[src/rtl/harvard_bus_arbiter.sv]
`default_nettype none
// ============================================================================
//  Module      : harvard_bus_arbiter
//  Description : Shares one single-port memory bus between the instruction
//                fetch and data ports of a Harvard CPU. Each instruction is
//                sequenced as fetch -> decide -> optional data access ->
//                commit. The CPU only advances during the one-cycle commit
//                (cpu_clk_enable high).
//  Revision    : 1.0 - initial release
// ----------------------------------------------------------------------------
//  Parameters
//    TIMEOUT_CYCLES : consecutive waitrequest-high cycles tolerated within a
//                     single transfer before giving up (0 = never time out)
//    CNT_W          : width of the saturating stall_cycles counter
//  Ports
//    clk, reset_n      : clock, asynchronous active-low reset
//    cpu_active        : CPU wants to run instructions
//    cpu_clk_enable    : one-cycle commit strobe to the CPU
//    instr_address     : fetch address from the CPU
//    instr_readdata    : registered instruction word to the CPU
//    data_address/read/write/writedata : CPU data-port request
//    data_readdata     : registered load data to the CPU
//    bus_*             : single-port memory master interface
//    bus_error         : sticky error (timeout or read+write conflict)
//    stall_cycles      : cycles with cpu_active=1 and the CPU frozen
// ============================================================================
module harvard_bus_arbiter #(
    parameter int TIMEOUT_CYCLES = 1024,
    parameter int CNT_W          = 32
) (
    input  logic             clk,
    input  logic             reset_n,
    input  logic             cpu_active,
    output logic             cpu_clk_enable,
    input  logic [31:0]      instr_address,
    output logic [31:0]      instr_readdata,
    input  logic [31:0]      data_address,
    input  logic             data_read,
    input  logic             data_write,
    input  logic [31:0]      data_writedata,
    output logic [31:0]      data_readdata,
    output logic [31:0]      bus_address,
    output logic             bus_read,
    output logic             bus_write,
    output logic [31:0]      bus_writedata,
    output logic [3:0]       bus_byteenable,
    input  logic             bus_waitrequest,
    input  logic [31:0]      bus_readdata,
    output logic             bus_error,
    output logic [CNT_W-1:0] stall_cycles
);

    typedef enum logic [2:0] {
        S_IDLE   = 3'd0,
        S_IFETCH = 3'd1,
        S_DECIDE = 3'd2,
        S_DACC   = 3'd3,
        S_COMMIT = 3'd4,
        S_ERROR  = 3'd5
    } state_t;

    // The wait counter only needs to reach TIMEOUT_CYCLES-1: the timeout
    // fires on the wait cycle that would make the count equal the limit.
    localparam int                c_WAIT_W     = (TIMEOUT_CYCLES > 1) ? $clog2(TIMEOUT_CYCLES) : 1;
    localparam logic [c_WAIT_W-1:0] c_WAIT_LIMIT =
        c_WAIT_W'((TIMEOUT_CYCLES > 0) ? (TIMEOUT_CYCLES - 1) : 0);
    localparam logic [c_WAIT_W-1:0] c_WAIT_ONE   = c_WAIT_W'(1);
    localparam logic [CNT_W-1:0]    c_CNT_ONE    = CNT_W'(1);
    localparam logic [CNT_W-1:0]    c_CNT_MAX    = {CNT_W{1'b1}};
    localparam logic                c_TIMEOUT_EN = (TIMEOUT_CYCLES != 0);
    localparam logic [3:0]          c_BE_ALL     = 4'b1111;

    state_t                state_q,          state_d;
    logic                  bus_read_q,       bus_read_d;
    logic                  bus_write_q,      bus_write_d;
    logic [31:0]           bus_address_q,    bus_address_d;
    logic [31:0]           bus_writedata_q,  bus_writedata_d;
    logic [3:0]            bus_byteenable_q, bus_byteenable_d;
    logic [31:0]           instr_readdata_q, instr_readdata_d;
    logic [31:0]           data_readdata_q,  data_readdata_d;
    logic                  bus_error_q,      bus_error_d;
    logic [CNT_W-1:0]      stall_q,          stall_d;
    logic [c_WAIT_W-1:0]   wait_cnt_q,       wait_cnt_d;

    logic w_strobe;
    logic w_done;
    logic w_timeout;
    logic w_commit;

    assign w_strobe  = bus_read_q | bus_write_q;
    assign w_done    = w_strobe & ~bus_waitrequest;
    // A cycle with waitrequest low always completes; the timeout can only
    // trigger on a cycle that is itself a wait cycle.
    assign w_timeout = c_TIMEOUT_EN & w_strobe & bus_waitrequest & (wait_cnt_q == c_WAIT_LIMIT);
    assign w_commit  = (state_q == S_COMMIT);

    // ------------------------------------------------------------------
    // Next-state and registered-output logic
    // ------------------------------------------------------------------
    always_comb begin
        state_d          = state_q;
        bus_read_d       = bus_read_q;
        bus_write_d      = bus_write_q;
        bus_address_d    = bus_address_q;
        bus_writedata_d  = bus_writedata_q;
        bus_byteenable_d = bus_byteenable_q;
        instr_readdata_d = instr_readdata_q;
        data_readdata_d  = data_readdata_q;
        bus_error_d      = bus_error_q;
        wait_cnt_d       = wait_cnt_q;

        case (state_q)
            S_IDLE: begin
                if (cpu_active) begin
                    // Launch the fetch so the strobe is already registered
                    // in the first IFETCH cycle.
                    state_d          = S_IFETCH;
                    bus_read_d       = 1'b1;
                    bus_write_d      = 1'b0;
                    bus_address_d    = instr_address;
                    bus_byteenable_d = c_BE_ALL;
                    wait_cnt_d       = '0;
                end
            end

            S_IFETCH: begin
                if (w_done) begin
                    instr_readdata_d = bus_readdata;
                    bus_read_d       = 1'b0;
                    bus_write_d      = 1'b0;
                    bus_byteenable_d = 4'b0000;
                    state_d          = S_DECIDE;
                end else if (w_timeout) begin
                    bus_read_d       = 1'b0;
                    bus_write_d      = 1'b0;
                    bus_byteenable_d = 4'b0000;
                    bus_error_d      = 1'b1;
                    state_d          = S_ERROR;
                end else begin
                    wait_cnt_d = wait_cnt_q + c_WAIT_ONE;
                end
            end

            S_DECIDE: begin
                // The CPU decodes instr_readdata combinationally; its data
                // request is only trusted after this settling cycle.
                if (data_read & data_write) begin
                    bus_error_d = 1'b1;
                    state_d     = S_ERROR;
                end else if (data_read | data_write) begin
                    bus_read_d       = data_read;
                    bus_write_d      = data_write;
                    bus_address_d    = data_address;
                    bus_writedata_d  = data_writedata;
                    bus_byteenable_d = c_BE_ALL;
                    wait_cnt_d       = '0;
                    state_d          = S_DACC;
                end else begin
                    state_d = S_COMMIT;
                end
            end

            S_DACC: begin
                if (w_done) begin
                    if (bus_read_q) begin
                        data_readdata_d = bus_readdata;
                    end
                    bus_read_d       = 1'b0;
                    bus_write_d      = 1'b0;
                    bus_byteenable_d = 4'b0000;
                    state_d          = S_COMMIT;
                end else if (w_timeout) begin
                    bus_read_d       = 1'b0;
                    bus_write_d      = 1'b0;
                    bus_byteenable_d = 4'b0000;
                    bus_error_d      = 1'b1;
                    state_d          = S_ERROR;
                end else begin
                    wait_cnt_d = wait_cnt_q + c_WAIT_ONE;
                end
            end

            S_COMMIT: begin
                state_d = S_IDLE;
            end

            S_ERROR: begin
                // Terminal until reset; the bus was already released on entry.
                bus_error_d = 1'b1;
            end

            default: begin
                state_d = S_IDLE;
            end
        endcase
    end

    // Stall counter saturates rather than wrapping.
    always_comb begin
        stall_d = stall_q;
        if (cpu_active && !w_commit && (stall_q != c_CNT_MAX)) begin
            stall_d = stall_q + c_CNT_ONE;
        end
    end

    // ------------------------------------------------------------------
    // State and output registers
    // ------------------------------------------------------------------
    always_ff @(posedge clk or negedge reset_n) begin
        if (!reset_n) begin
            state_q          <= S_IDLE;
            bus_read_q       <= 1'b0;
            bus_write_q      <= 1'b0;
            bus_address_q    <= '0;
            bus_writedata_q  <= '0;
            bus_byteenable_q <= '0;
            instr_readdata_q <= '0;
            data_readdata_q  <= '0;
            bus_error_q      <= 1'b0;
            stall_q          <= '0;
            wait_cnt_q       <= '0;
        end else begin
            state_q          <= state_d;
            bus_read_q       <= bus_read_d;
            bus_write_q      <= bus_write_d;
            bus_address_q    <= bus_address_d;
            bus_writedata_q  <= bus_writedata_d;
            bus_byteenable_q <= bus_byteenable_d;
            instr_readdata_q <= instr_readdata_d;
            data_readdata_q  <= data_readdata_d;
            bus_error_q      <= bus_error_d;
            stall_q          <= stall_d;
            wait_cnt_q       <= wait_cnt_d;
        end
    end

    assign cpu_clk_enable = w_commit;
    assign instr_readdata = instr_readdata_q;
    assign data_readdata  = data_readdata_q;
    assign bus_address    = bus_address_q;
    assign bus_read       = bus_read_q;
    assign bus_write      = bus_write_q;
    assign bus_writedata  = bus_writedata_q;
    assign bus_byteenable = bus_byteenable_q;
    assign bus_error      = bus_error_q;
    assign stall_cycles   = stall_q;

endmodule
`default_nettype wire
[config.mk]
export PLATFORM = sky130hd
export DESIGN_NAME = harvard_bus_arbiter
export DESIGN_NICKNAME = d
export VERILOG_FILES = /design/src/rtl/harvard_bus_arbiter.sv
export SDC_FILE = /design/constraint.sdc
export NUM_CORES = 1
export LEC_CHECK = 0
export CORE_UTILIZATION = 47
export CTS_BUF_LIST = sky130_fd_sc_hd__clkbuf_16
export DETAILED_ROUTE_END_ITERATION = 8
export GPL_ROUTABILITY_DRIVEN = 0
export HOLD_SLACK_MARGIN = 0.02
export PLACE_DENSITY = 0.91
export SETUP_SLACK_MARGIN = 0.02
export SYNTH_ARGS = -nofsm -noshare
export SYNTH_HDL_FRONTEND = slang
export SYNTH_SLANG_ARGS = --single-unit
[constraint.sdc]
create_clock -name clk -period 6.3 [get_ports clk]
set_clock_uncertainty 0.2 [all_clocks]
set_input_delay 0.945 -clock clk [delete_from_list [all_inputs] [get_ports clk]]
set_output_delay 0.945 -clock clk [all_outputs]
set_load 0.02 [all_outputs]
==> results list, run 1 <==
* Status: completed
* Total power density per cell area: 227 nW/µm²
- CTS tree: done
* Post-synthesis cell area: around 7700 µm²
- Once placement finished, the instance area stood at roughly 11000 µm².
- Among all flip-flop cells after synthesis, the most frequent one is sky130_fd_sc_hd__dfrtp_1.
- Via-per-instance ratio: 5.23
- Post-CTS timing repair inserted 0 buffers for setup.
* Combinational family with the most area after synthesis: multiplexers
* Number of vias in the routed layout: between 5000 and 6000
- The number of hold buffers added after CTS was 0.
* Complex-gate fraction of the synthesized area: between 5 and 6%
* Min-Delay Startpoint: bus_writedata[19]
- Mux contribution to synthesized area: between 10% and 20%
* Sum of overflow across all layers after global routing: 0
* Count of unique library cells instantiated by Yosys: 55
- Setup repair after global routing missed its margin: no
- First DRT Iteration DRCs: approximately 220
- # resized after CTS: 0
* Wire per inst: 17.7 µm
- Type of element capturing the critical path: primary output
- Slew Limit Fails: 0
- The first global-routing pass estimated between 30 and 40 mm of wire.
* Data required, critical path: between 5 and 6 ns
- The final layout contains routed wiring with a total length of about 20 mm.
* Post-layout min period: between 3 and 4 ns
- Setup slack, reg-to-reg: 3.50 ns
* Fraction of final layout cells sized beyond drive strength 1: 13.3%
- Number of DRC violations after detailed routing: 0
- Once detail routing completed, the nets flagged for antenna violations numbered 0.
- Synth top cells by count: sky130_fd_sc_hd__dfrtp_1 (177), sky130_fd_sc_hd__mux2_2 (67), sky130_fd_sc_hd__nor2_1 (49), sky130_fd_sc_hd__a21oi_1 (39), sky130_fd_sc_hd__mux2i_1 (34)
- Worst-margin pin slew: between 1 and 1.5 ns
- HPWL reported at the end of detailed placement: between 10 and 15 mm
* Cts bufs inserted: 17
* Kind of critical path: register to primary output
* FF-to-FF path depth: 6
- In the synthesized netlist the async set-or-reset flop fraction comes to 100%.
* Peak ir drop on the vdd network: between 0.15 and 0.2 mV
- Post-Place Cells: approximately 1100
- Share of synthesized area occupied by flip-flops and latches: ~58%
- Timing-limited maximum frequency: between 300 and 400 MHz
- Start of the worst register-to-register path: stall_cycles[0]
- Initial antenna violation count: 0
- Worst Hold Slack: 0.283 ns
* Number of nets in the synthesized netlist: between 700 and 800
* Arr. time, crit path: ~2.2 ns
* Most repeated cell in the gate-level netlist after synthesis: sky130_fd_sc_hd__dfrtp_1
* Hold worst-path end: bus_writedata[19]
- The worst hold path belongs to the class register to register.
- For this run, the post-layout net count is between 1000 and 1500.
- Once layout is complete, the cells apart from fillers number 1130.
* Capturing point of the worst reg2reg path: stall_cycles[1]
* Tightest slew margin relative to the limit: 21.4%
* Post-synthesis share of cell area spent on and, or, nand and nor gates: about 11%
* Setup violation total in the final timing report: 0
* Ports placed on the boundary: between 300 and 400
* Vertical extent of the die: approximately 130 µm
- The floorplan step defined a die boundary enclosing roughly 17000 µm².
- Leakage Power: 5.03 nW
- Total number of yosys warnings: 0
- Yosys mapped a number of flops with a built-in enable equal to 0.
- Gate Count Post-Synth: between 600 and 700
- The synthesized design contains 177 register bits.
* Layout Area Growth over Synthesis: 49.5%
- Count of clock tree sinks: ~180
- Leading area contributor after synthesis: sky130_fd_sc_hd__dfrtp_1
- Final-report hold violation count: 0
- Setup crit start kind: register
- Average cell area after synthesis: approximately 13 µm²
* # diodes: 0
- Reg clk slew, reported paths: 0.07 ns
- For the final routed database, the setup TNS stands at 0 ns.
* H-tree depth: 4
* Vias in the first global route: 6021
* Total number of placement rows: 46
- Top area cells in the synthesized netlist: sky130_fd_sc_hd__dfrtp_1 (58%), sky130_fd_sc_hd__mux2_2 (9.8%), sky130_fd_sc_hd__mux2_1 (4.8%)
- Starting density of the core: about half
- Clock latency on the worst-skew pair, taken at its later pin, is approximately 0.42 ns.
- Largest net degree at the start of global routing: between 80 and 90
- Max-cap violations in this run came to 0.
* Arithmetic-cell share of the synthesized area counting full adders, half adders and majority gates: less than 1%
- Before antenna repair, the detailed router went through 4 iterations.
* Overall routing resource usage: between 20% and 30%
- The region available for standard cell placement spans between 15000 and 20000 µm².
- Of the post-synthesis cell area, the dominant cell type holds 57.7%.
* Die X-Extent: 130 µm
- The design draws about 2.6 mW.
- The finished cells cover 11500 µm².
- Along the worst hold path, the cell count comes to 1.
* Buffers added on ports: 301
* Buffers from clock root to sink, at most: 2
* Post-route clock period utilization: between 50% and 60%
- Clock tree root driver cell: sky130_fd_sc_hd__clkbuf_16
- Max Fanout on Critical Path: 15
- After Yosys synthesis, XOR and XNOR cells account for around 3.5% of the synthesized area.
## where the power goes
part / leakage (nW) / internal (mW) / switching [mW] / total (mW)
clock network: 0.298 / 0.638 / 0.480 / 1.12
registers: 2.38 / 1.17 / 0.0359 / 1.20
logic: 2.36 / 0.162 / 0.123 / 0.285
## logic make-up after synthesis
family / after synthesis
DFF: 177
and+or+nand+nor: 154
muxes: 134
AOI/OAI and AO/OA: 66
buffers and inverters: 39
xor gates and xnor gates: 31
adders and majority gates: 4
## sequential cells by signal, indices dropped and copies added (netlist names)
signal          cells
bus_address        32
bus_writedata      32
data_readdata      32
instr_readdata     32
stall_cycles       32
wait_cnt_q         10
state_q             3
bus_byteenable      1
bus_error           1
bus_read            1
bus_write           1
## routing by layer
layer | wire length (µm) | track usage [%]
met1 | 7600 | 26.5
met2 | 9950 | 41.0
met3 | 2130 | 10.7
met4 | 287 | 6.77
met5 | 0 | 0
## layout make-up
cell class              instances  area, µm²
fillers                      1063       4470
flip-flops and latches        177       4430
multi-input cells             389       3070
repair buffers                306       3050
clock buffers                  17        425
well taps                     216        270
clock inverters                15        193
inverters                      10       37.5
## cells in the final DEF, fill, tap and decap left out, types with 17 or more instances in the layout
master                            synthesis  routed
sky130_fd_sc_hd__clkdlybuf4s50_1          0     300
sky130_fd_sc_hd__dfrtp_1                177     177
sky130_fd_sc_hd__mux2_2                  67      67
sky130_fd_sc_hd__nor2_1                  49      49
sky130_fd_sc_hd__a21oi_1                 39      39
sky130_fd_sc_hd__mux2i_1                 34      34
sky130_fd_sc_hd__mux2_1                  33      33
sky130_fd_sc_hd__xnor2_1                 28      28
sky130_fd_sc_hd__nand3_1                 22      21
sky130_fd_sc_hd__nand4_1                 20      20
sky130_fd_sc_hd__nand2_1                 19      19
sky130_fd_sc_hd__clkbuf_16                0      17
## critical path, stage by stage, from the launching register on
cell	delay [ns]
sky130_fd_sc_hd__dfrtp_1	0.56
sky130_fd_sc_hd__or3b_4	0.50
sky130_fd_sc_hd__inv_1	0.08
sky130_fd_sc_hd__clkdlybuf4s50_1	0.60
## through the flow
step,setup slack (ns),util [%]
after floorplan,3.85,-
after global placement,2.80,68.1
after detailed placement,2.62,68.1
after CTS,2.97,72.0
after global routing,2.74,72.0
final,2.99,72.0
## worst max-delay path by stage
stage | startpoint | endpoint | slack [ns] | cells after the start
after floorplan | data_read | bus_writedata[24] | 3.85 | 6
after detailed placement | data_read | bus_address[18] | 2.62 | 7
after global routing | data_read | bus_address[18] | 2.74 | 7
final | state_q[0] | cpu_clk_enable | 2.99 | 3
after global placement | data_read | bus_address[28] | 2.80 | 6
after CTS | state_q[0] | cpu_clk_enable | 2.97 | 3
(Power assumes the default switching activity.)
==> run 2, diff against run 1 <==
- CORE_UTILIZATION: 47 -> 44
- PLACE_DENSITY: 0.91 -> 0.86
- clock period: 6.3 -> 3.1 ns (I/O delays scaled with it)
==> run 2 against run 1 <==
Effect of this change:
- critical path depth unchanged
- combinational power up 110%
- final cell count grew 0.88%
- wire length grew 0.20%
- total power up 99%
- non-clock buffer count is 6 higher
- largest cell class unchanged
==> results list, run 2 (synthesized netlist as in run 1, its figures left out) <==
- The leftover overflow at the end of global routing is 0 (unchanged).
- The smallest clock period supported by the final layout is computed as about 2.8 ns.
- The global-route wire length before repair was 31.9 mm (was 30.5 mm).
- The worst endpoint data arrival time came to 2.14 ns (was 2.17 ns).
- Number of DRC violations after detailed routing: 0 (unchanged)
- The cell at the root of the clock tree is sky130_fd_sc_hd__clkbuf_16 (unchanged).
* Setup crit start kind: register (unchanged)
- The slack of the worst reg-to-reg path was 0.76 ns (was 3.50 ns).
- The final cell area excluding filler cells came to 11600 µm² (was 11500 µm²).
- The total routing resource utilization after global routing was 23.0% (was 23.8%).
- Timing-limited maximum frequency: 357 MHz
- H-tree depth: 4 (unchanged)
- The total of max-cap violations came to 0 (unchanged).
* Switch share: 23.5% (was 24.5%)
- Register Area: 4430 µm² (unchanged)
- Worst Hold Slack: 0.285 ns (was 0.283 ns)
* Wire per inst: 17.6 µm (was 17.7 µm)
- Top library cells by usage in the layout, fill and taps aside: sky130_fd_sc_hd__clkdlybuf4s50_1 (300), sky130_fd_sc_hd__dfrtp_1 (177), sky130_fd_sc_hd__mux2_2 (67) (unchanged).
- Worst-margin pin slew: 0.642 ns (was 1.18 ns)
- Pwr Total: 5.20 mW (was 2.61 mW)
* CTS tree: done (unchanged)
* Layout Area Growth over Synthesis: 50.5% (was 49.5%)
- Slowest cell delay on critical path: 0.60 ns (about the same)
* Setup TNS: 0 ns (unchanged)
* Cts bufs inserted: 17 (unchanged)
* CP max-delay cell: sky130_fd_sc_hd__clkdlybuf4s50_1 (unchanged)
- Total number of placement rows: 47 (was 46)
- The internal power contribution was 3.97 mW (was 1.97 mW).
- The clock latency on the worst-skew pair came to 0.42 ns (about the same).
* Total power density per cell area: 450 nW/µm² (was 227 nW/µm²)
- The die outline height is 134 µm (was 130 µm).
- First-pass detailed-route iteration total: 6 (was 4)
- Vias in the first global route: 6151 (was 6021)
- Combinational fraction of design power: 11.3% (was 10.9%)
- Setup repair after global routing missed its margin: no (unchanged)
* Most frequent standard cell in the layout excluding fill and tap cells: sky130_fd_sc_hd__clkdlybuf4s50_1 (unchanged)
- The maximum clock insertion buffer count was 2 (unchanged).
* Status: completed (unchanged)
- The number of port buffers came to 301 (unchanged).
- Kind of critical path: register to primary output (unchanged)
- The area used by multi-input combinational logic is 3070 µm² (unchanged).
* Switching Power: 1.22 mW (was 639 µW)
* WL final: 20.0 mm (about the same)
- Cell-by-cell listing of the critical path: or3b_4, inv_1, clkdlybuf4s50_1 (unchanged)
* Via-per-instance ratio: 5.20 (was 5.23)
* CORE AREA: 16800 µm² (was 15900 µm²)
* First DRT Iteration DRCs: 190 (was 217)
- The final layout net count came to 1045 (was 1039).
- Post-route clock period utilization: about nine tenths
- The number of antenna violations at the first check in global routing came to 0 (unchanged).
* ANT nets after route: 0 (unchanged)
- The count of endpoints failing hold in the final timing report is 0 (unchanged).
- Number of vias in the routed layout: 5923 (was 5905)
- The number of fill cells is 1270 (was 1063).
- The number of top-level design ports is 302 (unchanged).
* Largest net degree at the start of global routing: 70 (was 81)
* Reg power frac: 47.0% (was 46.2%)
- Die Footprint: 18000 µm² (was 16900 µm²)
- Type of element capturing the critical path: primary output (unchanged)
- Starting density of the core: 45.7% (was 48.2%)
- Tightest slew margin relative to the limit: 57.2% (was 21.4%)
- Clock share of power: 41.7% (was 42.9%)
- The count of buffers added by post-CTS timing repair for setup came to 0 (unchanged).
- Max Fanout on Critical Path: 15 (unchanged)
- The type of the most critical hold path is register to register (unchanged).
- Reg clk slew, reported paths: 0.06 ns (was 0.07 ns)
* Count of clock tree sinks: 177 (unchanged)
- HPWL reported at the end of detailed placement: 14.8 mm (about the same)
* Leakage Power: 5.08 nW (was 5.03 nW)
- The required time at the worst-slack endpoint is 2.43 ns (was 5.15 ns).
* Die X-Extent: 134 µm (was 130 µm)
- The layout cell share with drive strength beyond 1 came to 13.5% (was 13.3%).
* Peak ir drop on the vdd network: 0.334 mV (was 0.161 mV)
- The final max-slew violation count was 0 (unchanged).
- Area after DPL: 11000 µm² (was 10900 µm²)
- The number of antenna repair diodes is 0 (unchanged).
- The setup violation total in the final timing report is 0 (unchanged).
## run 2: cell count changes in the layout (fill, tap and decap cells not counted), sizes merged
| cell | change |
|---|---|
| dlygate4sd3 | +1 |
| clkinv | +3 |
| buf | +5 |
| inv | -3 |
## run 2: area by class of cell
class / count / area share (%)
inverter: 10 / 0.325
clock buffer: 17 / 3.68
timing repair buffer: 312 / 27.3
tap: 220 / 2.38
clock inverter: 15 / 1.46
multi-input combinational: 389 / 26.6
sequential: 177 / 38.3
## run 2: worst max-delay path: cells and delay by family (launching register included)
kind | cells | cell delay [ns]
simple gates | 1 | 0.50
buf+inv | 2 | 0.68
flops | 1 | 0.55
## run 2: per-layer routing
layer / vias up / routed length [µm] / GRT usage [%]
li1: 2762 / - / -
met1: 2905 / 7810 / 25.8
met2: 233 / 10000 / 40.3
met3: 23 / 1840 / 8.24
met4: 0 / 351 / 7.62
met5: - / 0 / 0
## run 2: worst paths after layout
path,from,end,cells past startpoint
hold / removal,bus_writedata[21],bus_writedata[21],1
setup reg to reg,stall_cycles[0],stall_cycles[1],7
max in group asynchronous,reset_n,bus_writedata[6],3
min in group asynchronous,reset_n,data_readdata[11],2
setup / recovery,state_q[0],cpu_clk_enable,3
hold reg to reg,bus_writedata[21],bus_writedata[21],1
## run 2: stage by stage
stage,utilization [%],worst slack (ns),std cells
after floorplan,-,0.932,605
after global placement,65.1,0.574,1107
after detailed placement,65.1,0.521,1107
after CTS,68.7,0.271,1140
after global routing,68.7,0.221,1140
final,68.7,0.300,1140
## run 2: power by group through the flow
stage,Sequential [mW],Combinational (mW),Clock [mW]
after floorplan,2.56,0.116,0
after global placement,2.48,0.579,0
after detailed placement,2.49,0.588,0
after CTS,2.44,0.594,2.22
after global routing,2.45,0.623,2.31
final,2.45,0.586,2.17
## run 2: timing repair
action,4_1_cts,5_1_grt
gates resized for setup,0,0
hold buffers,1,0
endpoints found under the hold margin,67,0
